**src/rtl/writeback_tracker_pkg.sv**
```systemverilog
// rtl/writeback_tracker_pkg.sv - shared types for the writeback tracker
package writeback_tracker_pkg;

  localparam int DEF_REG_AW = 5;

  typedef enum logic [0:0] {
    ST_RUN      = 1'b0,
    ST_MEM_WAIT = 1'b1
  } wb_state_e;

  typedef struct packed {
    logic                  valid;
    logic [DEF_REG_AW-1:0] rd;
    logic [DEF_REG_AW-1:0] rs1;
    logic [DEF_REG_AW-1:0] rs2;
    logic                  reg_write;
    logic                  mem_read;
  } stage_meta_t;

  localparam stage_meta_t STAGE_BUBBLE = '0;

endpackage

```
**src/rtl/writeback_tracker_if.sv**
```systemverilog
// rtl/writeback_tracker_if.sv - ID-stage metadata in, forwarding-unit metadata out
interface writeback_tracker_if;
  import writeback_tracker_pkg::*;

  logic                  id_valid;
  logic [DEF_REG_AW-1:0] id_rs1;
  logic [DEF_REG_AW-1:0] id_rs2;
  logic                  id_uses_rs1;
  logic                  id_uses_rs2;
  logic [DEF_REG_AW-1:0] id_rd;
  logic                  id_reg_write;
  logic                  id_mem_read;

  logic [DEF_REG_AW-1:0] id_ex_rs1;
  logic [DEF_REG_AW-1:0] id_ex_rs2;
  logic [DEF_REG_AW-1:0] ex_mem_rd;
  logic                  ex_mem_reg_write;
  logic [DEF_REG_AW-1:0] mem_wb_rd;
  logic                  mem_wb_reg_write;

  modport master (
    output id_valid, id_rs1, id_rs2, id_uses_rs1, id_uses_rs2,
           id_rd, id_reg_write, id_mem_read,
    input  id_ex_rs1, id_ex_rs2, ex_mem_rd, ex_mem_reg_write,
           mem_wb_rd, mem_wb_reg_write
  );

  modport slave (
    input  id_valid, id_rs1, id_rs2, id_uses_rs1, id_uses_rs2,
           id_rd, id_reg_write, id_mem_read,
    output id_ex_rs1, id_ex_rs2, ex_mem_rd, ex_mem_reg_write,
           mem_wb_rd, mem_wb_reg_write
  );

endinterface

```
**src/rtl/writeback_tracker_hazard_stall_ctrl.sv**
```systemverilog
// rtl/writeback_tracker_hazard_stall_ctrl.sv - load-use / freeze / flush priority decode
module hazard_stall_ctrl
  import writeback_tracker_pkg::*;
#(
  parameter int REG_AW = DEF_REG_AW
) (
  input  logic              id_valid,
  input  logic [REG_AW-1:0] id_rs1,
  input  logic [REG_AW-1:0] id_rs2,
  input  logic              id_uses_rs1,
  input  logic              id_uses_rs2,
  input  logic              idex_valid,
  input  logic              idex_mem_read,
  input  logic [REG_AW-1:0] idex_rd,
  input  logic              exmem_valid,
  input  logic              exmem_mem_read,
  input  logic              ex_flush,
  input  logic              mem_ready,
  output logic              freeze,
  output logic              insert_bubble,
  output logic              stall_if,
  output logic              stall_id,
  output logic              bubble_ex,
  output logic              flush_id
);

  logic rs1_hit;
  logic rs2_hit;
  logic load_use;

  assign rs1_hit  = id_uses_rs1 && (id_rs1 == idex_rd);
  assign rs2_hit  = id_uses_rs2 && (id_rs2 == idex_rd);
  assign load_use = id_valid && idex_valid && idex_mem_read &&
                    (idex_rd != '0) && (rs1_hit || rs2_hit);
  assign freeze   = exmem_valid && exmem_mem_read && !mem_ready;

  // A taken branch squashes the ID instruction, so its load-use hazard is moot.
  always_comb begin
    insert_bubble = 1'b0;
    stall_if      = 1'b0;
    stall_id      = 1'b0;
    bubble_ex     = 1'b0;
    flush_id      = 1'b0;
    if (freeze) begin
      stall_if = 1'b1;
      stall_id = 1'b1;
    end else if (ex_flush) begin
      insert_bubble = 1'b1;
      flush_id      = 1'b1;
    end else if (load_use) begin
      insert_bubble = 1'b1;
      stall_if      = 1'b1;
      stall_id      = 1'b1;
      bubble_ex     = 1'b1;
    end
  end

endmodule

```
**src/rtl/writeback_tracker.sv**
```systemverilog
// rtl/writeback_tracker.sv - destination metadata pipeline, stalls and memory-wait FSM
module writeback_tracker
  import writeback_tracker_pkg::*;
#(
  parameter int REG_AW   = DEF_REG_AW,
  parameter int CNT_W    = 16,
  parameter int MAX_WAIT = 64
) (
  input  logic                  clk,
  input  logic                  rst_n,
  writeback_tracker_if.slave    bus,
  input  logic                  ex_flush,
  input  logic                  mem_ready,
  output logic                  stall_if,
  output logic                  stall_id,
  output logic                  bubble_ex,
  output logic                  flush_id,
  output logic                  mem_wait,
  output logic                  mem_timeout,
  output logic [CNT_W-1:0]      stall_cycles
);

  localparam int WAIT_W = $clog2(MAX_WAIT + 1);
  localparam logic [WAIT_W-1:0] WAIT_LIMIT = WAIT_W'(MAX_WAIT);

  stage_meta_t id_cap;
  stage_meta_t id_ex;
  stage_meta_t ex_mem;
  stage_meta_t mem_wb;

  wb_state_e         state;
  wb_state_e         state_nxt;
  logic [WAIT_W-1:0] wait_cnt;
  logic [WAIT_W-1:0] wait_cnt_nxt;
  logic              timeout_nxt;

  logic freeze;
  logic insert_bubble;
  logic unused_meta;

  hazard_stall_ctrl #(.REG_AW(REG_AW)) u_hazard (
    .id_valid       (bus.id_valid),
    .id_rs1         (bus.id_rs1),
    .id_rs2         (bus.id_rs2),
    .id_uses_rs1    (bus.id_uses_rs1),
    .id_uses_rs2    (bus.id_uses_rs2),
    .idex_valid     (id_ex.valid),
    .idex_mem_read  (id_ex.mem_read),
    .idex_rd        (id_ex.rd),
    .exmem_valid    (ex_mem.valid),
    .exmem_mem_read (ex_mem.mem_read),
    .ex_flush       (ex_flush),
    .mem_ready      (mem_ready),
    .freeze         (freeze),
    .insert_bubble  (insert_bubble),
    .stall_if       (stall_if),
    .stall_id       (stall_id),
    .bubble_ex      (bubble_ex),
    .flush_id       (flush_id)
  );

  // x0 is tracked like any register but can never be a forwarding source.
  always_comb begin
    id_cap           = STAGE_BUBBLE;
    id_cap.valid     = bus.id_valid;
    id_cap.rd        = bus.id_rd;
    id_cap.rs1       = bus.id_rs1;
    id_cap.rs2       = bus.id_rs2;
    id_cap.reg_write = bus.id_reg_write && (bus.id_rd != '0);
    id_cap.mem_read  = bus.id_mem_read;
  end

  always_ff @(posedge clk or negedge rst_n) begin
    if (!rst_n) begin
      id_ex  <= STAGE_BUBBLE;
      ex_mem <= STAGE_BUBBLE;
      mem_wb <= STAGE_BUBBLE;
    end else if (!freeze) begin
      id_ex  <= insert_bubble ? STAGE_BUBBLE : id_cap;
      ex_mem <= id_ex;
      mem_wb <= ex_mem;
    end
  end

  // While in MEM_WAIT the load is parked in EX/MEM, so freeze == !mem_ready.
  always_comb begin
    state_nxt    = state;
    wait_cnt_nxt = wait_cnt;
    timeout_nxt  = mem_timeout;
    if (state == ST_RUN) begin
      if (freeze) begin
        state_nxt    = ST_MEM_WAIT;
        wait_cnt_nxt = '0;
      end
    end else begin
      if (mem_ready) begin
        state_nxt = ST_RUN;
      end else begin
        if (wait_cnt != WAIT_LIMIT) begin
          wait_cnt_nxt = wait_cnt + WAIT_W'(1);
        end
        if (wait_cnt_nxt == WAIT_LIMIT) begin
          timeout_nxt = 1'b1;
        end
      end
    end
  end

  always_ff @(posedge clk or negedge rst_n) begin
    if (!rst_n) begin
      state       <= ST_RUN;
      wait_cnt    <= '0;
      mem_timeout <= 1'b0;
    end else begin
      state       <= state_nxt;
      wait_cnt    <= wait_cnt_nxt;
      mem_timeout <= timeout_nxt;
    end
  end

  always_ff @(posedge clk or negedge rst_n) begin
    if (!rst_n) begin
      stall_cycles <= '0;
    end else if (stall_id && (stall_cycles != {CNT_W{1'b1}})) begin
      stall_cycles <= stall_cycles + CNT_W'(1);
    end
  end

  assign mem_wait = (state == ST_MEM_WAIT);

  assign bus.id_ex_rs1        = id_ex.rs1;
  assign bus.id_ex_rs2        = id_ex.rs2;
  assign bus.ex_mem_rd        = ex_mem.rd;
  assign bus.ex_mem_reg_write = ex_mem.valid && ex_mem.reg_write;
  assign bus.mem_wb_rd        = mem_wb.rd;
  assign bus.mem_wb_reg_write = mem_wb.valid && mem_wb.reg_write;

  assign unused_meta = ^{mem_wb.rs1, mem_wb.rs2, mem_wb.mem_read};

endmodule

```
**src/flat_wrapper.sv**
```systemverilog
// flat-port wrapper written by rule: the top's interface ports become plain ports
module writeback_tracker_flat import writeback_tracker_pkg::*;
#(
  parameter int REG_AW   = DEF_REG_AW,
  parameter int CNT_W    = 16,
  parameter int MAX_WAIT = 64
)
  (clk, rst_n, ex_flush, mem_ready, stall_if, stall_id, bubble_ex, flush_id, mem_wait, mem_timeout, stall_cycles, bus_id_valid, bus_id_rs1, bus_id_rs2, bus_id_uses_rs1, bus_id_uses_rs2, bus_id_rd, bus_id_reg_write, bus_id_mem_read, bus_id_ex_rs1, bus_id_ex_rs2, bus_ex_mem_rd, bus_ex_mem_reg_write, bus_mem_wb_rd, bus_mem_wb_reg_write);
  writeback_tracker_if bus_i ();
  input  logic clk;
  input  logic rst_n;
  input  logic ex_flush;
  input  logic mem_ready;
  output logic stall_if;
  output logic stall_id;
  output logic bubble_ex;
  output logic flush_id;
  output logic mem_wait;
  output logic mem_timeout;
  output logic [CNT_W-1:0] stall_cycles;
  input wire logic [$bits(bus_i.id_valid)-1:0] bus_id_valid;
  input wire logic [$bits(bus_i.id_rs1)-1:0] bus_id_rs1;
  input wire logic [$bits(bus_i.id_rs2)-1:0] bus_id_rs2;
  input wire logic [$bits(bus_i.id_uses_rs1)-1:0] bus_id_uses_rs1;
  input wire logic [$bits(bus_i.id_uses_rs2)-1:0] bus_id_uses_rs2;
  input wire logic [$bits(bus_i.id_rd)-1:0] bus_id_rd;
  input wire logic [$bits(bus_i.id_reg_write)-1:0] bus_id_reg_write;
  input wire logic [$bits(bus_i.id_mem_read)-1:0] bus_id_mem_read;
  output wire logic [$bits(bus_i.id_ex_rs1)-1:0] bus_id_ex_rs1;
  output wire logic [$bits(bus_i.id_ex_rs2)-1:0] bus_id_ex_rs2;
  output wire logic [$bits(bus_i.ex_mem_rd)-1:0] bus_ex_mem_rd;
  output wire logic [$bits(bus_i.ex_mem_reg_write)-1:0] bus_ex_mem_reg_write;
  output wire logic [$bits(bus_i.mem_wb_rd)-1:0] bus_mem_wb_rd;
  output wire logic [$bits(bus_i.mem_wb_reg_write)-1:0] bus_mem_wb_reg_write;
  assign bus_i.id_valid = bus_id_valid;
  assign bus_i.id_rs1 = bus_id_rs1;
  assign bus_i.id_rs2 = bus_id_rs2;
  assign bus_i.id_uses_rs1 = bus_id_uses_rs1;
  assign bus_i.id_uses_rs2 = bus_id_uses_rs2;
  assign bus_i.id_rd = bus_id_rd;
  assign bus_i.id_reg_write = bus_id_reg_write;
  assign bus_i.id_mem_read = bus_id_mem_read;
  assign bus_id_ex_rs1 = bus_i.id_ex_rs1;
  assign bus_id_ex_rs2 = bus_i.id_ex_rs2;
  assign bus_ex_mem_rd = bus_i.ex_mem_rd;
  assign bus_ex_mem_reg_write = bus_i.ex_mem_reg_write;
  assign bus_mem_wb_rd = bus_i.mem_wb_rd;
  assign bus_mem_wb_reg_write = bus_i.mem_wb_reg_write;
  writeback_tracker #(.REG_AW(REG_AW), .CNT_W(CNT_W), .MAX_WAIT(MAX_WAIT)) u_core (.clk(clk), .rst_n(rst_n), .bus(bus_i), .ex_flush(ex_flush), .mem_ready(mem_ready), .stall_if(stall_if), .stall_id(stall_id), .bubble_ex(bubble_ex), .flush_id(flush_id), .mem_wait(mem_wait), .mem_timeout(mem_timeout), .stall_cycles(stall_cycles));
endmodule
```
**config.mk**
```make
export PLATFORM = sky130hd
export DESIGN_NAME = writeback_tracker_flat
export DESIGN_NICKNAME = d
export VERILOG_FILES = /design/src/rtl/writeback_tracker_pkg.sv /design/src/rtl/writeback_tracker_if.sv /design/src/rtl/writeback_tracker_hazard_stall_ctrl.sv /design/src/rtl/writeback_tracker.sv /design/src/flat_wrapper.sv
export SDC_FILE = /design/constraint.sdc
export NUM_CORES = 1
export LEC_CHECK = 0
export ABC_AREA = 1
export ABC_CLOCK_PERIOD_IN_PS = 2800
export BUFFER_PORTS_ARGS = -buffer_cell sky130_fd_sc_hd__buf_2
export CORE_MARGIN = 1
export CORE_UTILIZATION = 40
export DETAILED_ROUTE_END_ITERATION = 10
export PLACE_DENSITY = 0.61
export SYNTH_ARGS = -nofsm -noshare
export SYNTH_HDL_FRONTEND = slang
export SYNTH_SLANG_ARGS = --single-unit
export TNS_END_PERCENT = 50
```
**constraint.sdc**
```tcl
create_clock -name clk -period 2.8 [get_ports clk]
set_input_delay 0.14 -clock clk [delete_from_list [all_inputs] [get_ports clk]]
set_output_delay 0.14 -clock clk [all_outputs]
set_load 0.03 [all_outputs]
```
==> impl_summary.log, run 1 <==
[metrics] outcome: completed
[metrics] layout filler cell count: around 800
[metrics] Setup TNS Final: 0 ps
[metrics] Pre-antenna DRT Iters: 4
[metrics] launch point of the worst hold path: bus_id_mem_read
[metrics] HPWL after DPL: 4.89 mm
[metrics] chain of cells forming the critical path: nand3_1 > buf_4 > nand3_2 > nor2_1 > buf_2
[metrics] startpoint of the worst register-to-register path: u_core.stall_cycles[0]
[metrics] total track usage: between 15 and 20%
[metrics] total CTS buffers: 9
[metrics] number of setup violations in the final report: 0
[metrics] ratio of total power to cell area: ~570 mW/mm²
[metrics] Residual DRC: 0
[metrics] Clock Latency Late Sink: about 330 ps
[metrics] required time worst endpoint: 2660 ps
[metrics] starting density of the core: 41.5%
[metrics] sequential cell area: roughly 0.0015 mm²
[metrics] arrival time reported for the critical path endpoint: between 1500 and 2000 ps
[metrics] Cells after Synth: between 400 and 500
[metrics] I/O pin count: 68
[metrics] most instantiated library cell after synthesis: nand2_1
[metrics] GR Overflow Total: 0
[metrics] Max stage delay on crit path: about 400 ps
[metrics] fraction of layout cells with a size suffix above 1: between 20% and 30%
[metrics] Max transition margin: 51.0%
[metrics] dpl cells: 554
[metrics] die extent in y: 91.8 µm
[metrics] maximum fanout along the worst path: 19
[metrics] clock tree from TritonCTS: yes
[metrics] final clock period utilization by the worst path: approximately three quarters
[metrics] Worst Clk Skew: around 11 ps
[metrics] cell type contributing the most total cell area after synthesis: dfrtp_1
[metrics] core region area: around 0.008 mm²
[metrics] critical path launch point: u_core.ex_mem[17]
[metrics] Std-Cell Rows: 32
[metrics] Total Wirelength: between 6 and 7 mm
[metrics] overall power after layout: between 2 and 2.5 mW
[metrics] area share of the largest cell type after synthesis: about 45%
[metrics] Syn Area/Cell: around 7.8 µm²
[metrics] antenna violations before repair: 0
[metrics] setup repair after global routing missed its margin: no
[metrics] Post-Syn Area: approximately 0.0032 mm²
[metrics] type of the worst min-delay path: input port to register
[metrics] slew at the pin with the worst max-slew slack: around 740 ps
[metrics] Routability Congestion: 0.844
[metrics] endpoint kind of the worst setup timing path: output port
[metrics] Min Hold Slack: 75.7 ps
[metrics] top cells by area in the synthesized netlist: dfrtp_1, nand2_1, buf_4, nand3_1, inv_1
[metrics] most common library cells after synthesis: nand2_1, dfrtp_1, inv_1
[metrics] CTS Sinks: 58
[metrics] cell type of the slowest stage on the worst timing path: dfrtp_1
[metrics] worst ir drop on vdd: slightly above 0.2 mV
[metrics] clock slew at the register clock pins of the worst setup and hold paths: 60 ps
[metrics] per-cell routed wire length: 11.8 µm
[metrics] vias after detailed routing: ~2700
[metrics] Worst setup SP type: register
[metrics] residual antenna-violating net count after detailed routing: 0
[metrics] shortest period the worst path allows: around 2100 ps
[metrics] multi-input combinational cell area: between 0.001 and 0.0015 mm²
[metrics] maximum number of pins on one net before global-route repair: 59
[metrics] root buffer cell: clkbuf_8
[metrics] wire length of the first global-routing pass: about 12 mm
[metrics] Clock Tree Buf Depth: 2
[metrics] dominant register cell in the synthesized netlist: dfrtp_1
[metrics] count of pins over their slew limit: 0
[metrics] Buffers on Ports: 67
[metrics] count of max-cap constraint violations: 0
[metrics] die width: between 90 and 100 µm
[metrics] share of flip-flops with an asynchronous set or reset after synthesis: 100%
[metrics] area overhead of the layout relative to synthesis: 14.0%
[metrics] non-filler instance count after layout: 571
[metrics] diodes inserted: 0
[metrics] syn_nets: 440
[metrics] average via count per standard cell: about 4.7
[metrics] EDFF count, synth: 0
[metrics] Distinct cells, synth: 28
[metrics] number of global-route vias before repair: about 2500
[metrics] initial DRC count: 100
[metrics] Synth Register Bits: just under 60
[metrics] utilization of the core after routing: a little under half
[metrics] number of failing hold endpoints at the final stage: 0
[metrics] post-layout net count: 491
[metrics] achievable frequency: between 0.4 and 0.5 GHz
[metrics] leakage power of the design: 2.07 nW
[metrics] number of gates given a new drive strength after cts: 0
[metrics] htree depth: 3
[metrics] part of the Yosys area used for sequential elements: 45.0%
[metrics] Warnings, synthesis: 0
[metrics] area of the die: roughly 0.0084 mm²
[metrics] type of the worst setup path: register to output port
## through the flow
step           area [µm²]  worst slack, ps
4_1_cts              3680              670
5_1_grt              3680              542
3_3_place_gp         3500             1020
6_report             3680              697
2_1_floorplan        3230             1080
3_5_place_dp         3500             1020
## critical path: cells and delay by family (launching register included)
kind	cells	cell delay [ps]
AND/OR/NAND/NOR	3	770
buffers and inverters	2	460
flip-flops	1	390
## cell type report
| type | count | area share (%) |
|---|---|---|
| multi-input combinational | 275 | 37.4 |
| timing repair buffer | 73 | 10.4 |
| tap | 102 | 3.47 |
| sequential | 58 | 39.5 |
| clock buffer | 13 | 4.05 |
| clock inverter | 3 | 0.408 |
| inverter | 47 | 4.80 |
## worst paths after layout
kind,end,slack (ps),depth (start not counted)
worst max-delay path,bubble_ex,700,5
worst min-delay path,u_core.id_ex[0],80,3
worst max register to register,u_core.stall_cycles[0],990,7
worst min register to register,u_core.mem_timeout,460,2
max in group asynchronous,u_core.stall_cycles[2],1830,3
min in group asynchronous,u_core.bus.mem_wb_rd[3],490,3
## registers in the layout (all words and copies together), names as in the netlist
| register | flops |
|---|---|
| u_core.mem_wb | 2 |
| u_core.mem_timeout | 1 |
| u_core.wait_cnt | 7 |
| u_core.ex_mem | 3 |
| u_core.stall_cycles | 16 |
| u_core.bus.ex_mem_rd | 5 |
| u_core.bus.id_ex_rs2 | 5 |
| u_core.bus.id_ex_rs1 | 5 |
| u_core.bus.mem_wb_rd | 5 |
| u_core.mem_wait | 1 |
| u_core.id_ex | 8 |
## cell usage in the layout (no fill, tap or decap), types with 2 or more instances in the layout
cell	count
inv_2	5
nor2_1	22
a21oi_1	3
nand3_1	31
nand3_2	3
inv_1	41
nand4_1	21
nand2_2	4
clkbuf_8	10
clkinv_2	3
buf_4	5
dfrtp_1	58
clkbuf_1	3
nand2_4	2
xnor2_1	6
nand3b_1	2
ha_1	3
xor2_1	13
o21ai_0	18
buf_2	67
nand2_1	135
nor3_1	7
## cell families after synthesis
| family | count (synthesis) | synth area share (%) |
|---|---|---|
| and+or+nand+nor | 231 | 32.8 |
| buffers and inverters | 80 | 12.4 |
| DFF | 58 | 45.0 |
| AOI/OAI and AO/OA | 22 | 3.45 |
| xor gates and xnor gates | 19 | 5.16 |
| adders and majority gates | 3 | 1.16 |
## routing by layer
layer  vias up  GRT usage, %  wire (µm)
li1       1392             -          -
met1      1223          23.7       3410
met2        42          27.6       3040
met3         6          4.15        223
met4         0          5.47         76
met5         -             0          0
## power by group
part           internal [mW]  switching, mW
registers              0.928         0.0879
clock network          0.342          0.313
logic                  0.142          0.277
total                   1.41          0.678
## timing repair
action                                 4_1_cts  5_1_grt
endpoints found under the hold margin       21        0
hold buffers                                 1        0
buffers inserted                             0        0
Power figures use the tool's default switching activity.
==> inputs of run 2 (changes only) <==
--- a/config.mk
+++ b/config.mk
@@ -5,13 +5,13 @@
 export SDC_FILE = /design/constraint.sdc
 export NUM_CORES = 1
 export LEC_CHECK = 0
-export ABC_AREA = 1
-export ABC_CLOCK_PERIOD_IN_PS = 2800
+export ABC_AREA = 0
+export ABC_CLOCK_PERIOD_IN_PS = 1800
 export BUFFER_PORTS_ARGS = -buffer_cell sky130_fd_sc_hd__buf_2
 export CORE_MARGIN = 1
 export CORE_UTILIZATION = 40
 export DETAILED_ROUTE_END_ITERATION = 10
-export PLACE_DENSITY = 0.61
+export PLACE_DENSITY = 0.64
 export SYNTH_ARGS = -nofsm -noshare
 export SYNTH_HDL_FRONTEND = slang
 export SYNTH_SLANG_ARGS = --single-unit
==> constraint.sdc (replaced) <==
create_clock -name clk -period 1.8 [get_ports clk]
set_input_delay 0.09 -clock clk [delete_from_list [all_inputs] [get_ports clk]]
set_output_delay 0.09 -clock clk [all_outputs]
set_load 0.03 [all_outputs]
==> run 2 against run 1 <==
  * The flow now finishes with violations (setup timing)
  * Area after synthesis decreased by 12%
  * Non-clock buffer count rose by 35
  * Utilization rose by 8.8 points
  * Register-to-register slack lost 1100 ps
  * Clock power rose by 100%
  * Largest cell class unchanged
==> impl_summary.log, run 2 <==
[metrics] achievable frequency: 0.531 GHz
[metrics] biggest regs: u_core.stall_cycles (16), u_core.id_ex (8), u_core.wait_cnt (7)
[metrics] endpoint kind of the worst setup timing path: register
[metrics] top cells by area in the synthesized netlist: dfrtp_1, xnor2_1, buf_4, a22o_1, mux2_2
[metrics] Setup WS pre-CTS: -7.55 ps (-1020 ps)
[metrics] vias after detailed routing: 2186 (-18%)
[metrics] Std-Cell Rows: 30 (-6.3%)
[metrics] area share of the largest cell type after synthesis: 51.1% (+6.1 points)
[metrics] minimum setup slack among reg-to-reg paths: -80 ps (-1070 ps)
[metrics] Total Wirelength: 6.24 mm (-7.5%)
[metrics] part of the Yosys area used for sequential elements: 51.1% (+6.1 points)
[metrics] ratio of total power to cell area: 946 mW/mm² (+66%)
[metrics] utilization of the core after routing: 56.1% (+8.8 points)
[metrics] Distinct cells, synth: 44 (+57%)
[metrics] failing checks: setup timing
[metrics] starting density of the core: 41.6% (about the same)
[metrics] Post-Syn Area: 0.00284 mm² (-12%)
[metrics] per-cell routed wire length: 14.3 µm (+21%)
[metrics] die extent in y: 86.2 µm (-6.1%)
[metrics] total track usage: 18.1% (+0.64 points)
[metrics] top library cells by usage in the layout, fill and taps aside: buf_2, dfrtp_1, buf_4
[metrics] WHS Endpoint: u_core.bus.id_ex_rs2[4]
[metrics] type of the worst min-delay path: input port to register
[metrics] area of the die: 0.00744 mm² (-12%)
[metrics] number of failing hold endpoints at the final stage: 0 (unchanged)
[metrics] final clock period utilization by the worst path: 105%
[metrics] layout filler cell count: 615 (-23%)
[metrics] Cells after Synth: 246 (-40%)
[metrics] antenna violations before repair: 0 (unchanged)
[metrics] maximum number of pins on one net before global-route repair: 59 (unchanged)
[metrics] root buffer cell: clkbuf_8
[metrics] sequential cell area: 0.00146 mm² (+0.78%)
[metrics] Worst setup SP type: register
[metrics] most common cell after layout, fill and taps aside: buf_2
[metrics] Clock Tree Buf Depth: 2 (unchanged)
[metrics] required time worst endpoint: 2010 ps (-650 ps)
[metrics] dominant register cell in the synthesized netlist: dfrtp_1
[metrics] arrival time reported for the critical path endpoint: 2090 ps (+130 ps)
[metrics] number of stages on the worst hold path: 2 (-1)
[metrics] die width: 86.2 µm (-6.1%)
[metrics] Residual DRC: 0 (unchanged)
[metrics] register containing the most flip-flops in the final layout: u_core.stall_cycles
[metrics] total cell area at the placement stage: 0.00332 mm² (-5.1%)
[metrics] cell type contributing the most total cell area after synthesis: dfrtp_1
[metrics] clock tree from TritonCTS: yes
[metrics] maximum fanout along the worst path: 8 (-11)
[metrics] setup repair after global routing missed its margin: yes
[metrics] worst reg2reg path depth: 6 (-1)
[metrics] average via count per standard cell: 4.99 (+7.0%)
[metrics] Syn Area/Cell: 11.5 µm² (+48%)
[metrics] Synth Register Bits: 58 (unchanged)
[metrics] overall power after layout: 3.62 mW (+73%)
[metrics] most common library cells after synthesis: dfrtp_1, xnor2_1, buf_4
[metrics] EDFF count, synth: 0 (unchanged)
[metrics] HPWL after DPL: 4.30 mm (-12%)
[metrics] Clock Latency Late Sink: 330 ps (about the same)
[metrics] CTS Sinks: 58 (unchanged)
[metrics] count of pins over their slew limit: 0 (unchanged)
[metrics] residual antenna-violating net count after detailed routing: 0 (unchanged)
[metrics] worst ir drop on vdd: 0.574 mV (+190%)
[metrics] share of flip-flops with an asynchronous set or reset after synthesis: 100% (unchanged)
[metrics] post-route cell area: 0.00383 mm² (+4.3%)
[metrics] number of flip-flops in the largest register: 16 (unchanged)
[metrics] Pre-antenna DRT Iters: 4 (unchanged)
[metrics] type of the worst setup path: register to register
[metrics] Buffers on Ports: 67 (unchanged)
[metrics] I/O pin count: 68 (unchanged)
[metrics] outcome: finished, violations left
[metrics] most instantiated library cell after synthesis: dfrtp_1
[metrics] post-layout net count: 364 (-26%)
[metrics] initial DRC count: 103 (+3.0%)
[metrics] fraction of layout cells with a size suffix above 1: 46.5% (+25 points)
[metrics] htree depth: 3 (unchanged)
[metrics] number of global-route vias before repair: 2197 (-14%)
[metrics] wire length of the first global-routing pass: 10.2 mm (-13%)
[metrics] diodes inserted: 0 (unchanged)
[metrics] total CTS buffers: 9 (unchanged)
[metrics] startpoint of the worst register-to-register path: u_core.id_ex[13]
[metrics] multi-input combinational cell area: 0.00131 mm² (-4.8%)
[metrics] count of max-cap constraint violations: 0 (unchanged)
[metrics] Routability Congestion: 0.753 (-11%)
[metrics] launch point of the worst hold path: bus_id_rs2[4]
[metrics] number of setup violations in the final report: 5 (+5)
[metrics] Max transition margin: 70.9% (+20 points)
[metrics] leakage power of the design: 1.90 nW (-8.2%)
[metrics] Worst Clk Skew: 4.78 ps (-5.96 ps)
[metrics] area overhead of the layout relative to synthesis: 35.0%
[metrics] clock slew at the register clock pins of the worst setup and hold paths: 70 ps (about the same)
[metrics] GR Overflow Total: 0 (unchanged)
[metrics] core region area: 0.00683 mm² (-12%)
[metrics] shortest period the worst path allows: approximately 1900 ps
[metrics] r2r endpoint: u_core.stall_cycles[1]
[metrics] setup slack of the critical path after layout: -81.8 ps (-778 ps)
[metrics] Warnings, synthesis: 0 (unchanged)
[metrics] slew at the pin with the worst max-slew slack: 434 ps (-301 ps)
[metrics] syn_nets: 273 (-38%)
-- run 2: cell types whose count changed after synthesis, sizes merged, moves of 12 or more --
cell,delta
a22o,+18
inv,-41
mux2,+12
nand2,-129
nand3,-29
nor2,-16
xnor2,+17
-- run 2: per-layer routing --
layer  share of wire, %  vias up  GRT usage (%)  wire, µm
met3                4.2       10           4.76       261
met1                 45     1070           23.3      2830
met2                 49       57           28.7      3040
li1                   -     1049              -         -
met5                  0        -              0         0
met4                1.9        0           8.18       116
-- run 2: how the worst max path moves through the flow --
stage	start	to	slack, ps	cells past startpoint
after floorplan	u_core.stall_cycles[0]	u_core.stall_cycles[6]	-40	8
after global placement	u_core.id_ex[15]	u_core.stall_cycles[1]	20	5
after detailed placement	u_core.stall_cycles[1]	u_core.stall_cycles[1]	-8	6
after CTS	u_core.id_ex[15]	bubble_ex	-20	6
after global routing	u_core.id_ex[16]	bubble_ex	-220	6
final	u_core.id_ex[13]	u_core.stall_cycles[1]	-80	6
-- run 2: final cells by class --
cell class	instances	share of cell area, %
Timing Repair Buffer	108	18.4
Clock buffer	9	3.23
Sequential cell	58	38.2
Inverter	5	0.490
Clock inverter	7	2.45
Tap cell	96	3.13
Multi-Input combinational cell	155	34.1
-- run 2: what timing repair did --
action | CTS | global route
gates cloned | 0 | 1
hold buffers | 10 | 1
endpoints found under the setup margin | 4 | 39
pin swaps | 3 | 16
endpoints found under the hold margin | 67 | 1
setup buffers | 2 | 3
resized for setup | 14 | 14
-- run 2: cell families after synthesis --
kind of cell	count (synthesis)	synth area share, %
xor+xnor	26	8.02
simple gates	67	14.1
buf+inv	34	7.84
mux	12	4.76
fa+ha+maj	3	1.32
compound gates	46	12.8
flops	58	51.1
-- run 2: metrics by stage --
step                      hold WS [ps]  TNS (ps)  instances
after global routing              23.5     -3580        438
after detailed placement           120     -7.55        405
final                             20.9      -185        438
after global placement             121         0        405
after CTS                        0.616     -87.5        433
after floorplan                   -206      -118        246
-- run 2: where the power goes --
| group | switching, mW | internal (mW) |
|---|---|---|
| Combinational | 0.436 | 0.347 |
| Clock | 0.535 | 0.776 |
| Sequential | 0.106 | 1.42 |
| Total | 1.08 | 2.55 |
-- run 2: critical path: stages, from the launching register on --
cell and delay, ps:
dfrtp_2 440, buf_4 150, nor4_4 300, a211oi_2 130, a21boi_4 160, a22o_4 280, mux2_4 300
==> inputs of run 3 (changes only) <==
--- a/config.mk
+++ b/config.mk
@@ -6,12 +6,12 @@
 export NUM_CORES = 1
 export LEC_CHECK = 0
 export ABC_AREA = 0
-export ABC_CLOCK_PERIOD_IN_PS = 1800
+export ABC_CLOCK_PERIOD_IN_PS = 2000
 export BUFFER_PORTS_ARGS = -buffer_cell sky130_fd_sc_hd__buf_2
 export CORE_MARGIN = 1
 export CORE_UTILIZATION = 40
 export DETAILED_ROUTE_END_ITERATION = 10
-export PLACE_DENSITY = 0.64
+export PLACE_DENSITY = 0.62
 export SYNTH_ARGS = -nofsm -noshare
 export SYNTH_HDL_FRONTEND = slang
 export SYNTH_SLANG_ARGS = --single-unit
==> constraint.sdc (replaced) <==
create_clock -name clk -period 2 [get_ports clk]
set_input_delay 0.1 -clock clk [delete_from_list [all_inputs] [get_ports clk]]
set_output_delay 0.1 -clock clk [all_outputs]
set_load 0.03 [all_outputs]
==> run 3 against run 2 <==
  * The run now ends clean
  * Final cell count is 4.8% lower
  * Worst hold slack lost 10 ps
  * Final area decreased by 6.6%
  * Clock skew is 2.6 ps higher
  * Critical path depth unchanged
  * Global-route usage is 1.1 points lower
  * Sequential share of layout area increased by 2.5 points
  * Die area is the same
  * Utilization decreased by 3.7 points
  * Sequential power fell by 9%
  * Critical path type unchanged
==> impl_summary.log, run 3 (synthesis gave the netlist of run 2 again) <==
[metrics] Pre-antenna DRT Iters: 4 (unchanged)
[metrics] Setup WS pre-CTS: 51.6 ps (+59.2 ps)
[metrics] setup slack of the critical path after layout: 88.9 ps (+171 ps)
[metrics] htree depth: 3 (unchanged)
[metrics] shortest period the worst path allows: 1910 ps (+29.4 ps)
[metrics] startpoint of the worst register-to-register path: u_core.stall_cycles[0]
[metrics] number of stages on the worst hold path: 2 (unchanged)
[metrics] post-route cell area: 0.00358 mm² (-6.6%)
[metrics] overall power after layout: 3.33 mW (-8.0%)
[metrics] endpoint kind of the worst setup timing path: register
[metrics] number of failing hold endpoints at the final stage: 0 (unchanged)
[metrics] Std-Cell Rows: 30 (unchanged)
[metrics] dpl cells: 389 (-4.0%)
[metrics] chain of cells forming the critical path: ha_2 > and3_1 > and4_4 > a21boi_1 > a22o_4 > mux2_2
[metrics] initial DRC count: 86 (-17%)
[metrics] Min Hold Slack: 10.6 ps (-10.4 ps)
[metrics] fraction of layout cells with a size suffix above 1: 38.9% (-7.6 points)
[metrics] Setup TNS Final: 0 ps (+185 ps)
[metrics] starting density of the core: 41.6% (unchanged)
[metrics] Total Wirelength: 5.79 mm (-7.2%)
[metrics] leakage power of the design: 1.79 nW (-5.7%)
[metrics] biggest regs: u_core.stall_cycles (16), u_core.id_ex (8), u_core.wait_cnt (7)
[metrics] cell type of the slowest stage on the worst timing path: dfrtp_1
[metrics] setup repair after global routing missed its margin: no
[metrics] diodes inserted: 0 (unchanged)
[metrics] Max stage delay on crit path: 420 ps (-20 ps)
[metrics] outcome: completed
[metrics] launch point of the worst hold path: bus_id_rs2[1]
[metrics] Clock Latency Late Sink: 340 ps (about the same)
[metrics] vias after detailed routing: 2082 (-4.8%)
[metrics] number of flip-flops in the largest register: 16 (unchanged)
[metrics] utilization of the core after routing: 52.4% (-3.7 points)
[metrics] area of the die: 0.00744 mm² (unchanged)
[metrics] ratio of total power to cell area: 931 mW/mm² (-1.6%)
[metrics] worst ir drop on vdd: 0.527 mV (-8.1%)
[metrics] type of the worst min-delay path: input port to register
[metrics] Residual DRC: 0 (unchanged)
[metrics] Routability Congestion: 0.741 (-1.5%)
[metrics] count of max-cap constraint violations: 0 (unchanged)
[metrics] Worst Clk Skew: 7.43 ps (+2.64 ps)
[metrics] final clock period utilization by the worst path: 95.6% (-9.0 points)
[metrics] per-cell routed wire length: 13.9 µm (-2.6%)
[metrics] Buffers on Ports: 67 (unchanged)
[metrics] register containing the most flip-flops in the final layout: u_core.stall_cycles
[metrics] non-filler instance count after layout: 417 (-4.8%)
[metrics] slew at the pin with the worst max-slew slack: 554 ps (+120 ps)
[metrics] residual antenna-violating net count after detailed routing: 0 (unchanged)
[metrics] WHS Endpoint: u_core.bus.id_ex_rs2[1]
[metrics] achievable frequency: 0.523 GHz (-1.5%)
[metrics] root buffer cell: clkbuf_8
[metrics] most common cell after layout, fill and taps aside: buf_2
[metrics] count of pins over their slew limit: 0 (unchanged)
[metrics] area overhead of the layout relative to synthesis: 26.1%
[metrics] arrival time reported for the critical path endpoint: 2130 ps (+40 ps)
[metrics] antenna violations before repair: 0 (unchanged)
[metrics] worst reg2reg path depth: 6 (unchanged)
[metrics] total CTS buffers: 9 (unchanged)
[metrics] type of the worst setup path: register to register
[metrics] top library cells by usage in the layout, fill and taps aside: buf_2, dfrtp_1, xnor2_1
[metrics] maximum fanout along the worst path: 15 (+7)
[metrics] required time worst endpoint: 2220 ps (+210 ps)
[metrics] post-layout net count: 343 (-5.8%)
[metrics] total cell area at the placement stage: 0.00318 mm² (-4.4%)
[metrics] wire length of the first global-routing pass: 9.58 mm (-6.3%)
[metrics] die width: 86.2 µm (unchanged)
[metrics] clock slew at the register clock pins of the worst setup and hold paths: 70 ps (about the same)
[metrics] die extent in y: 86.2 µm (unchanged)
[metrics] Max transition margin: 63.1% (-7.9 points)
[metrics] r2r endpoint: u_core.stall_cycles[1]
[metrics] GR Overflow Total: 0 (unchanged)
[metrics] core region area: 0.00683 mm² (unchanged)
[metrics] CTS Sinks: 58 (unchanged)
[metrics] number of setup violations in the final report: 0 (-5)
[metrics] total track usage: 17.0% (-1.1 points)
[metrics] minimum setup slack among reg-to-reg paths: 90 ps (+170 ps)
[metrics] maximum number of pins on one net before global-route repair: 26 (-56%)
[metrics] number of global-route vias before repair: 1950 (-11%)
[metrics] HPWL after DPL: 4.21 mm (-2.1%)
[metrics] Worst setup SP type: register
[metrics] Clock Tree Buf Depth: 2 (unchanged)
[metrics] I/O pin count: 68 (unchanged)
[metrics] average via count per standard cell: 4.99 (about the same)
[metrics] clock tree from TritonCTS: yes
-- run 3: critical path, delay by kind of cell, from the launching register on --
kind	cells	cell delay, ps
compound gates	2	390
flops	1	420
simple gates	2	400
mux	1	350
fa+ha+maj	1	230
-- run 3: what timing repair did --
item | in CTS | in global routing
pin swaps | 1 | 1
hold endpoints to repair | 30 | 1
gates resized for setup | 2 | 8
hold buffers | 9 | 1
endpoints found under the setup margin | 3 | 5
cloned | 0 | 0
buffers inserted | 2 | 0
-- run 3: layout make-up --
class	instances	area, µm²
multi-input cells	154	1200
flip-flops and latches	58	1460
well taps	96	120
fillers	629	3250
repair buffers	88	536
inverters	5	18.8
clock inverters	6	113
clock buffers	10	138
-- run 3: how the worst max path moves through the flow --
stage | slack [ps] | from | depth (start not counted) | endpoint
4_1_cts | 40 | u_core.stall_cycles[0] | 6 | u_core.stall_cycles[1]
3_5_place_dp | 50 | u_core.stall_cycles[0] | 6 | u_core.stall_cycles[1]
6_report | 90 | u_core.stall_cycles[0] | 6 | u_core.stall_cycles[1]
5_1_grt | 6 | u_core.id_ex[15] | 5 | stall_if
3_3_place_gp | 110 | u_core.stall_cycles[0] | 6 | u_core.stall_cycles[1]
2_1_floorplan | 10 | u_core.stall_cycles[0] | 8 | u_core.stall_cycles[6]
-- run 3: layer usage --
metal  share of wire (%)  vias up  GRT usage (%)
met3                 3.5       12           3.14
met4                 2.6        0           10.2
met2                  47       50           24.3
met5                   0        -              0
li1                    -     1000              -
met1                  47     1020           23.9
-- run 3: where the power goes --
group	switching [mW]	internal, mW
Combinational	0.353	0.238
Sequential	0.110	1.28
Clock	0.490	0.866
Total	0.953	2.38
